<file path="config.mk">
export PLATFORM = sky130hd
export DESIGN_NAME = accum_limit_ctrl
export DESIGN_NICKNAME = d
export VERILOG_FILES = /design/src/rtl/accum_limit_ctrl.sv
export SDC_FILE = /design/constraint.sdc
export NUM_CORES = 1
export LEC_CHECK = 0
export BUFFER_PORTS_ARGS = -buffer_cell sky130_fd_sc_hd__buf_2
export CAP_MARGIN = 20
export CORE_AREA = 2 2 50 43
export CTS_CLUSTER_DIAMETER = 30
export DETAILED_ROUTE_END_ITERATION = 10
export DIE_AREA = 0 0 52 45
export PLACE_DENSITY = 0.81
export SLEW_MARGIN = 20
export SYNTH_ARGS = -nofsm -noshare
export SYNTH_HDL_FRONTEND = slang
export SYNTH_SLANG_ARGS = --single-unit
</file>
<file path="constraint.sdc">
create_clock -name clk -period 3.02 [get_ports clk]
set_input_delay 0 -clock clk [delete_from_list [all_inputs] [get_ports clk]]
set_output_delay 0 -clock clk [all_outputs]
set_load 0.03 [all_outputs]
</file>
<file path="src/rtl/accum_limit_ctrl.sv">
// accum_limit_ctrl: button-driven saturating accumulator with a limit alarm.
// Four-state Moore FSM (INIT/WAIT/ADD/ALARM) consuming button rising edges.
// Optional feature: define BUTTON_DEBOUNCE_EN to put a DEB_CYCLES stability
// filter in front of both buttons; undefined, the raw levels are used.
module accum_limit_ctrl #(
    parameter int          WIDTH      = 8,
    parameter int unsigned LIMIT      = 200,
    parameter int          DEB_CYCLES = 4
) (
    input  logic             clk,
    input  logic             rst_n,
    input  logic             b_add,
    input  logic             b_clr,
    input  logic [WIDTH-1:0] step,
    output logic [WIDTH-1:0] acc,
    output logic             alarm,
    output logic             add_pulse,
    output logic             clr_pulse,
    output logic [3:0]       state_led
);

    typedef enum logic [1:0] {S_INIT, S_WAIT, S_ADD, S_ALARM} state_t;

    // Elaboration-time sanity on the parameter ranges.
    generate
        if (WIDTH < 2 || WIDTH > 32) begin : g_bad_width
            $error("accum_limit_ctrl: WIDTH out of range");
        end
        if (DEB_CYCLES < 2) begin : g_bad_deb
            $error("accum_limit_ctrl: DEB_CYCLES must be >= 2");
        end
    endgenerate

    state_t           state, state_nx;
    logic [1:0]       raw;      // {clr, add}
    logic [1:0]       lvl;      // conditioned button levels
    logic [1:0]       lvl_q;    // previous-cycle sample of lvl
    logic [1:0]       rise;
    logic [WIDTH:0]   sum;
    logic [WIDTH-1:0] sat_sum;
    logic             at_limit;

    assign raw = {b_clr, b_add};

`ifdef BUTTON_DEBOUNCE_EN
    localparam int CW = $clog2(DEB_CYCLES + 1);
    logic [1:0]         flt;
    logic [1:0][CW-1:0] cnt;

    // Debounce: flip the filtered level only after DEB_CYCLES consecutive
    // cycles of disagreement with the raw input; any agreement restarts.
    always_ff @(posedge clk or negedge rst_n) begin
        if (!rst_n) begin
            flt <= '0;
            cnt <= '0;
        end else begin
            for (int i = 0; i < 2; i++) begin
                if (raw[i] != flt[i]) begin
                    if (cnt[i] == CW'(DEB_CYCLES - 1)) begin
                        flt[i] <= raw[i];
                        cnt[i] <= '0;
                    end else begin
                        cnt[i] <= cnt[i] + 1'b1;
                    end
                end else begin
                    cnt[i] <= '0;
                end
            end
        end
    end

    assign lvl = flt;
`else
    assign lvl = raw;
`endif

    // Previous-cycle sample; cleared by reset so a held button rises once after it.
    always_ff @(posedge clk or negedge rst_n) begin
        if (!rst_n) lvl_q <= '0;
        else        lvl_q <= lvl;
    end

    assign rise     = lvl & ~lvl_q;
    assign sum      = {1'b0, acc} + {1'b0, step};
    assign sat_sum  = sum[WIDTH] ? '1 : sum[WIDTH-1:0];
    assign at_limit = (acc >= WIDTH'(LIMIT));

    // State register.
    always_ff @(posedge clk or negedge rst_n) begin
        if (!rst_n) state <= S_INIT;
        else        state <= state_nx;
    end

    // Next-state: alarm beats clear beats add in WAIT; unconsumed rises are dropped.
    always_comb begin
        state_nx = state;
        case (state)
            S_INIT:  state_nx = S_WAIT;
            S_WAIT: begin
                if (at_limit)     state_nx = S_ALARM;
                else if (rise[1]) state_nx = S_INIT;
                else if (rise[0]) state_nx = S_ADD;
            end
            S_ADD:   state_nx = S_WAIT;
            S_ALARM: if (rise[1]) state_nx = S_INIT;
            default: state_nx = S_INIT;
        endcase
    end

    // Accumulator: cleared in INIT, saturating add in ADD, held otherwise.
    always_ff @(posedge clk or negedge rst_n) begin
        if (!rst_n)                acc <= '0;
        else if (state == S_INIT)  acc <= '0;
        else if (state == S_ADD)   acc <= sat_sum;
    end

    // Moore outputs decoded from the current state.
    always_comb begin
        alarm     = 1'b0;
        add_pulse = 1'b0;
        clr_pulse = 1'b0;
        state_led = 4'b0000;
        case (state)
            S_INIT:  begin clr_pulse = 1'b1; state_led = 4'b0001; end
            S_WAIT:  state_led = 4'b0010;
            S_ADD:   begin add_pulse = 1'b1; state_led = 4'b0100; end
            S_ALARM: begin alarm = 1'b1; state_led = 4'b1000; end
            default: state_led = 4'b0000;
        endcase
    end

endmodule
</file>
==> out/metrics.csv <==
stage,metric,value,unit
routing,final wirelength,1910,um
routing,Vias per Instance,5.44,
yosys,#FFs+latches synth,12,
floorplan,row count,14,
power,total power,0.911,mW
timing,final setup vio count,0,
setup_path,Worst Path Arrival,2.57,ns
place,post-DP HPWL,1530,um
timing,final cycle utilization of the critical path,0.800,
setup_path,flop-to-flop setup slack,0.60,ns
min_path,Worst Min Path Start,step[0],
flow_run,max-cap violation count,0,
yosys,Synth area leaders,"dfrtp_1 (35%), ha_1 (12%), a21oi_1 (4.1%), a21o_1 (3.5%), a221oi_4 (3.1%)",
yosys,top_reg_cell synth,dfrtp_1,
clock_network,worst skew pair latency,0.27,ns
final_layout,Area growth syn-to-layout,21.2,%
final_layout,sequential cell area,300,um^2
global_routing,initial antenna violation count,0,
setup_path,Crit path largest cell delay,0.42,ns
yosys,number of enable flip-flop cells after synthesis,0,
clock_network,Clock transition at path regs,0.07,ns
global_routing,first-pass GRT wire length,3250,um
place,GP Congestion,0.895,
clock_network,number of buffers created by CTS,3,
place,port bufs,26,
setup_path,Critical Path Start Type,register,
yosys,Synth Net Count,112,
global_routing,vias in the first global route,750,
timing,maximum clock rate,0.414,GHz
routing,Iter 0 DRT Violations,13,
yosys,fraction of the yosys area taken by sequential cells,0.350,
global_routing,largest net degree at the start of global routing,16,
timing,Final Hold Viols,0,
timing,setup_tns,0,ns
setup_path,CP Capture Type,register,
clock_network,depth of the CTS H-tree,1,
floorplan,die width,52,um
yosys,Synth async-reset ratio,1.00,
timing,worst slew pin tran,0.459,ns
setup_path,Crit path max-delay family,compound AO/OA/AOI/OAI gates,
yosys,"Distinct cells, synth",31,
clock_network,CTS tree,built,
final_layout,fillers,151,
setup_path,"slowest stage cell, crit path",fa_1,
setup_path,CP Cell Sequence,ha_1 > fa_1 > a211oi_2 > o31ai_2 > a221oi_4 > o21ai_0 > a22o_1,
timing,Max Slew Vio Count,0,
global_routing,gr ovfl total,0,
power,power per cell area,877,nW/um^2
timing,Slew HR,0.692,
yosys,Synth top area share,0.350,
yosys,Yosys top cell by area,dfrtp_1,
clock_network,CTS sink count,12,
setup_path,WP data required,3.18,ns
timing,Setup Skew,0.00445,ns
setup_path,"critical path fanouts, max",7,
setup_path,Levels on crit path,7,
floorplan,Initial Util,0.475,
floorplan,I/O pins,27,
setup_path,CP Class,reg -> reg,
final_layout,fin nets,141,
clock_network,clock buffer depth,2,
setup_path,reg2reg start,acc[0],
floorplan,Core Area,1800,um^2
global_routing,GRT Total Usage,0.193,
setup_path,critical path endpoint,acc[3],
yosys,Mapped Cells,91,
status,status,finished clean,
timing,RSZ-0062 raised after global routing,no,
setup_path,CP Launch Point,acc[0],
yosys,syn_area_per_cell,9.42,um^2
setup_path,crit path buf inv count,0,
min_path,Hold Path Class,in -> reg,
final_layout,layout cell share with drive strength beyond 1,0.280,
yosys,synthesized area,857,um^2
floorplan,die area,2340,um^2
routing,wire length per cell after detailed routing,13.4,um
routing,drt pass-1 iters,4,
final_layout,ANT cells,0,
floorplan,Die Y-Extent,45,um
clock_network,setup repair bufs after CTS,0,
clock_network,CTS Root Buffer Type,clkbuf_4,
setup_path,Reg2Reg Capture Point,acc[3],
setup_path,FF-to-FF path depth,7,
power,Max VDD drop,0.448,mV
yosys,yosys warns,0,
final_layout,multi-input logic area,510,um^2
timing,fin crit period,2.42,ns
routing,via count,772,
routing,Residual DRC,0,
routing,Routed Antenna Nets,0,
power,Leak,0.542,nW
==> tightest hold or removal path, stage by stage <==
cell,delay (ns)
buf_2,0.08
ha_1,0.12
nor2b_1,0.04
o21ai_1,0.10
==> routing by layer <==
layer / share of wire / GRT usage
met4: 0.015 / 0.0789
met5: 0 / 0
met1: 0.43 / 0.224
met2: 0.48 / 0.337
met3: 0.072 / 0.0563
==> sequential cells by signal (all words and copies together) (netlist names) <==
signal / cells
acc: 8
state: 2
lvl_q: 2
==> cell type report <==
cell class | instances | area share
inverter | 4 | 0.0145
tap | 24 | 0.0289
multi-input combinational | 70 | 0.492
clock buffer | 3 | 0.0217
sequential | 12 | 0.289
timing repair buffer | 29 | 0.154
==> repair_timing <==
item / in CTS / in global routing
hold buffers: 3 / 0
endpoints found under the hold margin: 14 / 0
resized for setup: 0 / 0
==> Yosys cell counts, types with 2 or more instances <==
cell / count
nand2b_1: 4
inv_1: 4
or3_1: 2
a21o_1: 4
dfrtp_1: 12
nand2_1: 6
a211oi_1: 3
a31oi_1: 2
ha_1: 8
nor2_1: 7
xnor2_1: 3
a21oi_1: 7
buf_4: 3
o21ai_0: 5
nor2b_1: 3
o21ai_1: 2
nand3_1: 2
==> how the worst min path moves through the flow <==
stage                     cells past startpoint      to  slack [ns]
final                                         4  acc[0]        0.11
after global routing                          4  acc[0]        0.12
after CTS                                     4  acc[0]        0.10
after detailed placement                      1  acc[3]       -0.11
after global placement                        1  acc[2]       -0.12
after floorplan                               0  acc[0]       -0.30
==> cell families (layout without fill, tap and decap cells) <==
| logic type | count (synthesis) | after routing | synth area share |
|---|---|---|---|
| compound gates | 30 | 30 | 0.257 |
| xor+xnor | 3 | 3 | 0.0307 |
| fa+ha+maj | 9 | 9 | 0.140 |
| buf+inv | 9 | 36 | 0.0540 |
| flops | 12 | 12 | 0.350 |
| simple gates | 28 | 28 | 0.168 |
==> cells in the final DEF, fill, tap and decap left out, types with 2 or more instances in the layout <==
master          n
a21o_1          4
a211oi_1        3
buf_2          26
clkbuf_4        3
a21oi_1         7
nor2b_1         3
nand2_1         6
xnor2_1         3
a31oi_1         2
dlygate4sd3_1   3
o21ai_0         5
dfrtp_1        12
o21ai_1         2
ha_1            8
or3_1           2
nor2_1          7
nand2b_1        4
nand3_1         2
inv_1           4
==> power by group <==
group / leakage (nW) / switching [mW] / internal [mW] / total (mW)
combinational: 0.374 / 0.344 / 0.207 / 0.551
sequential: 0.154 / 0.0595 / 0.207 / 0.267
clock: 0.0138 / 0.0469 / 0.0461 / 0.0930
total: 0.542 / 0.450 / 0.461 / 0.911
==> through the flow <==
step | util | cells | hold WS, ns | setup WS, ns | cell area, um^2
2_1_floorplan | - | 91 | -0.296 | 0.630 | 857
3_3_place_gp | 0.546 | 136 | -0.116 | 0.716 | 986
3_5_place_dp | 0.546 | 136 | -0.113 | 0.615 | 986
4_1_cts | 0.576 | 142 | 0.104 | 0.601 | 1040
5_1_grt | 0.576 | 142 | 0.124 | 0.409 | 1040
6_report | 0.576 | 142 | 0.105 | 0.604 | 1040
Power figures use the tool's default switching activity.
